File: src/rtl/cali_fac_arbiter.sv
// cali_fac_arbiter: shares a two-bank calibration-factor RAM between the calibration datapath and an Avalon-MM host.
// Define CALI_ARB_STATS_EN to build the FRAME_CNT and STALL_CNT statistics counters.
module cali_fac_arbiter #(
    parameter int N_CH = 320,
    parameter int AW   = 9,
    parameter int DW   = 16
) (
    input  logic          clk,
    input  logic          rst,
    input  logic          frame_sop,
    input  logic          frame_eop,
    input  logic [AW-1:0] dp_address,
    output logic [DW-1:0] dp_readdata,
    output logic          dp_waitrequest,
    input  logic [9:0]    host_address,
    input  logic          host_write,
    input  logic          host_read,
    input  logic [31:0]   host_writedata,
    output logic [31:0]   host_readdata,
    output logic          host_readdatavalid,
    output logic          host_waitrequest,
    output logic [AW:0]   ram_address,
    output logic          ram_wren,
    output logic [DW-1:0] ram_wdata,
    input  logic [DW-1:0] ram_rdata
);
    typedef enum logic [2:0] {IDLE = 3'd0, FRAME = 3'd1, DRAIN = 3'd2, SWAP = 3'd3} state_t;

    state_t state_q, state_d;
    logic drain_q, drain_d, bank_q, bank_d, pending_q, pending_d;
    logic rvalid_q, rvalid_d, rfac_q, rfac_d;
    logic [31:0] rdata_q, rdata_d, reg_rd, frame_cnt, stall_cnt;
    logic dp_own, is_reg, acc, rd, grant, in_range, reg_wr, swap;
    logic unused_ok;

    assign dp_own = (state_q == FRAME) || (state_q == DRAIN);
    assign is_reg = host_address[9];
    assign acc = host_read | host_write;
    assign rd = host_read & ~host_write;
    assign host_waitrequest = acc & ~is_reg & dp_own;
    assign grant = acc & ~host_waitrequest;
    assign in_range = {{(32-AW){1'b0}}, host_address[AW-1:0]} < 32'(N_CH);
    assign reg_wr = grant & host_write & is_reg;
    // A pending commit is applied either in SWAP or on any frame start that is not inside a frame.
    assign swap = pending_q & ((state_q == SWAP) | (frame_sop & (state_q != FRAME)));

    assign dp_waitrequest = 1'b0;
    assign dp_readdata = ram_rdata;
    assign ram_wren = grant & host_write & ~is_reg & in_range;
    assign ram_wdata = host_writedata[DW-1:0];
    assign ram_address = dp_own ? {bank_q, dp_address} :
                         (acc & ~is_reg) ? {~bank_q, host_address[AW-1:0]} : '0;
    assign host_readdatavalid = rvalid_q;
    assign host_readdata = ~rvalid_q ? '0 : rfac_q ? {{(32-DW){1'b0}}, ram_rdata} : rdata_q;
    assign unused_ok = ^host_writedata[31:DW];

    assign reg_rd = (host_address[1:0] == 2'd0) ? {31'b0, pending_q} :
                    (host_address[1:0] == 2'd1) ? {27'b0, state_q, pending_q, bank_q} :
                    (host_address[1:0] == 2'd2) ? frame_cnt : stall_cnt;

    always_comb begin
        state_d = state_q;
        drain_d = 1'b0;
        case (state_q)
            IDLE:    state_d = frame_sop ? FRAME : IDLE;
            FRAME:   state_d = frame_eop ? DRAIN : FRAME;
            DRAIN: begin
                state_d = frame_sop ? FRAME : !drain_q ? DRAIN : pending_q ? SWAP : IDLE;
                drain_d = ~drain_q;
            end
            SWAP:    state_d = frame_sop ? FRAME : IDLE;
            default: state_d = IDLE;
        endcase
        bank_d = bank_q ^ swap;
        pending_d = (reg_wr & (host_address[1:0] == 2'd0) & host_writedata[0]) | (pending_q & ~swap);
        rvalid_d = grant & rd;
        rfac_d = grant & rd & ~is_reg & in_range;
        rdata_d = (grant & rd & is_reg) ? reg_rd : '0;
    end

    always_ff @(posedge clk or posedge rst) begin
        if (rst) begin
            state_q   <= IDLE;
            drain_q   <= 1'b0;
            bank_q    <= 1'b0;
            pending_q <= 1'b0;
            rvalid_q  <= 1'b0;
            rfac_q    <= 1'b0;
            rdata_q   <= '0;
        end else begin
            state_q   <= state_d;
            drain_q   <= drain_d;
            bank_q    <= bank_d;
            pending_q <= pending_d;
            rvalid_q  <= rvalid_d;
            rfac_q    <= rfac_d;
            rdata_q   <= rdata_d;
        end
    end

`ifdef CALI_ARB_STATS_EN
    logic [31:0] frame_cnt_q, frame_cnt_d, stall_cnt_q, stall_cnt_d;

    always_comb begin
        frame_cnt_d = (reg_wr && host_address[1:0] == 2'd2) ? '0 : frame_cnt_q + {31'b0, frame_sop};
        stall_cnt_d = (reg_wr && host_address[1:0] == 2'd3) ? '0 :
                      stall_cnt_q + {31'b0, host_waitrequest & ~&stall_cnt_q};
    end

    always_ff @(posedge clk or posedge rst) begin
        if (rst) begin
            frame_cnt_q <= '0;
            stall_cnt_q <= '0;
        end else begin
            frame_cnt_q <= frame_cnt_d;
            stall_cnt_q <= stall_cnt_d;
        end
    end

    assign frame_cnt = frame_cnt_q;
    assign stall_cnt = stall_cnt_q;
`else
    assign frame_cnt = '0;
    assign stall_cnt = '0;
`endif
endmodule

File: config.mk
export PLATFORM = sky130hd
export DESIGN_NAME = cali_fac_arbiter
export DESIGN_NICKNAME = d
export VERILOG_FILES = /design/src/rtl/cali_fac_arbiter.sv
export SDC_FILE = /design/constraint.sdc
export NUM_CORES = 1
export LEC_CHECK = 0
export ABC_AREA = 0
export CAP_MARGIN = 20
export CELL_PAD_IN_SITES_DETAIL_PLACEMENT = 1
export CELL_PAD_IN_SITES_GLOBAL_PLACEMENT = 1
export CORE_MARGIN = 3
export CORE_UTILIZATION = 16
export CTS_CLUSTER_DIAMETER = 60
export DETAILED_ROUTE_END_ITERATION = 10
export GPL_ROUTABILITY_DRIVEN = 0
export HOLD_SLACK_MARGIN = 0.06
export PLACE_DENSITY = 0.91
export SLEW_MARGIN = 10
export SYNTH_ARGS = -nofsm -noshare
export SYNTH_HDL_FRONTEND = slang
export SYNTH_SLANG_ARGS = --single-unit
File: constraint.sdc
create_clock -name clk -period 2.5 [get_ports clk]
set_clock_uncertainty 0.2 [all_clocks]
set_input_delay 0.375 -clock clk [delete_from_list [all_inputs] [get_ports clk]]
set_output_delay 0.375 -clock clk [all_outputs]
set_load 0.03 [all_outputs]
==> flow_summary_export.csv <==
group,metric,value,unit
timing,holdWs,0.237,ns
global_routing,grt_overflow,0,
synthesis,yosysMostFrequentCell,"buf_4",
synthesis,async_flop_share,100,%
die,dieArea,0.00803,mm²
routing,drt_iter0_markers,7,
routing,vias,1040,
critical_path,crit_start,"state_q[0]",
clocking,cts_tree,"yes",
worst_hold_path,min_path_type,"input pin to async pin",
synthesis,ys_seq_area_share,24.6,%
clocking,clkTransAtPathRegs,0.05,ns
synthesis,syn_area,0.00112,mm²
critical_path,critPathMaxStageDelay,0.39,ns
timing,period_needed,2.35,ns
critical_path,crit_path_max_fanout,11,
synthesis,yosys-top-cells-area,"buf_4, dfrtp_1, a22o_1, and3_1, mux2i_1",
routing,wire_per_inst,11.6,µm
place,place_hpwl,2860,µm
critical_path,cp-start-kind,"flop",
power_and_ir_drop,p_per_area,723,mW/mm²
synthesis,synth.distinct_cells,28,
synthesis,avgSynthCellArea,8.54,µm²
die,initial_core_util,17.0,%
finish,fin_util,28.4,%
global_routing,grtUsageTotal,7.27,%
finish,antennaDiodeCount,0,
clocking,clockRootBuffer,"clkbuf_8",
die,rows,29,
critical_path,worstPathArrival,1.78,ns
clocking,cts.htree.levels,1,
die,die_y,89.6,µm
timing,grt_setup_unrepaired,"false",
timing,setup_violations,0,
global_routing,grt_pass1_wl,4550,µm
critical_path,endpoint_kind,"primary output",
clocking,cts_buffers,3,
finish,area_growth,66.8,%
finish,fin_nets,268,
synthesis,synth_edf_count,0,
clocking,cts_sinks,11,
global_routing,antenna_found_initial,0,
clocking,cts_buffer_depth,2,
clocking,clock_latency,0.23,ns
global_routing,grt_pass1_vias,987,
critical_path,worst-r2r-setup-slack,1.07,ns
die,pin_count,151,
power_and_ir_drop,p_leak,0.830,nW
critical_path,timing.rr.end,"rfac_q",
routing,drc,0,
timing,fmax,425,MHz
routing,antenna_left,0,
run_status,status,"finished clean",
global_routing,grt_max_degree,18,
die,fp.dieW,89.6,µm
synthesis,synth_top_area_share,32.9,%
critical_path,path_delay_family,"buffers and inverters",
routing,detail_route.wirelength,3310,µm
synthesis,ys_ff_latch,11,
critical_path,required,1.92,ns
synthesis,synth_ff_type,"dfrtp_1",
critical_path,path_common_cell,"buf_4",
critical_path,r2r_cells,4,
job,drv_cap,0,
timing,drv_slew,0,
synthesis,synthCells,131,
routing,viasPerCell,3.65,
routing,drt_first_pass_iters,2,
timing,period_share,94.2,%
synthesis,yosysTopAreaCell,"buf_4",
power_and_ir_drop,ir_drop,610,µV
critical_path,cp_cell_sequence,"inv_1, ha_4, inv_4, nor3_4, buf_4, mux2_1, buf_4",
finish,drive_above_1_share,13.5,%
synthesis,synth_warnings,0,
critical_path,path_buf_inv,4,
critical_path,reg2reg_from,"state_q[0]",
timing,tns,0,ns
critical_path,crit_slowest_cell,"dfrtp_1",
place,portBuffers,87,
timing,hold_viol,0,
die,core_area,0.00657,mm²
critical_path,worstSetupPathType,"flop to primary output",
clocking,ctsHoldBuffers,0,
synthesis,ys_top_cells_by_count,"buf_4, and3_1, dfrtp_1",
report_power, final:
group / switching, mW / total (mW) / internal [mW]
registers: 0.0365 / 0.249 / 0.213
logic: 0.535 / 0.930 / 0.395
clock network: 0.0584 / 0.170 / 0.111
area by class of cell:
| cell class | instances | area (µm²) |
|---|---|---|
| multi-input cells | 76 | 504 |
| clock buffers | 4 | 45.0 |
| inverters | 7 | 28.8 |
| repair buffers | 94 | 895 |
| well taps | 93 | 116 |
| flip-flops and latches | 11 | 277 |
| fillers | 782 | 4700 |
routing by layer:
metal	wire length, µm	vias up	GRT usage (%)
li1	-	495	-
met1	1040	472	6.72
met2	1880	65	14.7
met3	320	8	2.01
met4	61	0	2.84
met5	0	-	0
cells by family (layout without fill, tap and decap cells):
group	count (synthesis)	in the layout	share of synthesized area, %
simple gates	32	32	17.2
buf+inv	60	105	36.8
fa+ha+maj	2	2	2.24
other cells	1	17	0.335
compound gates	17	17	11.5
xor+xnor	1	1	0.783
flops	11	11	24.6
mux	7	7	6.49
flip-flops by register name, summed over array words and instances (netlist names):
signal,count
drain_q,1
host_readdatavalid,1
state_q,2
rdata_q,4
rfac_q,1
pending_q,1
bank_q,1
what timing repair did:
item / 4_1_cts / 5_1_grt
pin swaps: 1 / 0
hold endpoints to repair: 0 / 0
buffers inserted: 2 / 0
setup endpoints to repair: 12 / 10
gates resized for setup: 3 / 2
worst max-delay path by stage:
stage	end	slack (ns)	cells after the start
final	ram_address[9]	0.15	7
after CTS	ram_address[9]	0.008	7
after floorplan	host_waitrequest	0.47	3
after global routing	ram_address[9]	0.07	7
after detailed placement	host_readdata[1]	0.14	4
after global placement	host_waitrequest	0.17	4
stage by stage:
stage                     area, µm²  total power, mW  worst slack, ns  cells
final                          1870             1.35            0.146    285
after global routing           1870             1.43           0.0690    285
after CTS                      1850             1.34          0.00839    285
after detailed placement       1790             1.14            0.143    279
after global placement         1790             1.12            0.172    279
after floorplan                1180            0.888            0.468    147
placed cells by master (no fill, tap or decap), drive strengths merged:
cell           Yosys  routed
mux2               2       2
a21oi              2       2
dlygate4sd2        0       1
a22o               9       9
a21o               1       1
and4b              1       1
and3b              1       1
dfrtp             11      11
o21ai              1       1
xnor2              1       1
clkdlybuf4s50      0      75
buf               51      18
a211oi             1       1
o21a               1       1
nor3               2       2
ha                 2       2
mux2i              5       5
clkbuf             2       4
nand2              2       2
nor2               6       6
nand3              2       2
o22ai              2       2
and3              12      12
nor2b              6       6
conb               1      17
inv                7       7
(Power assumes the default switching activity.)
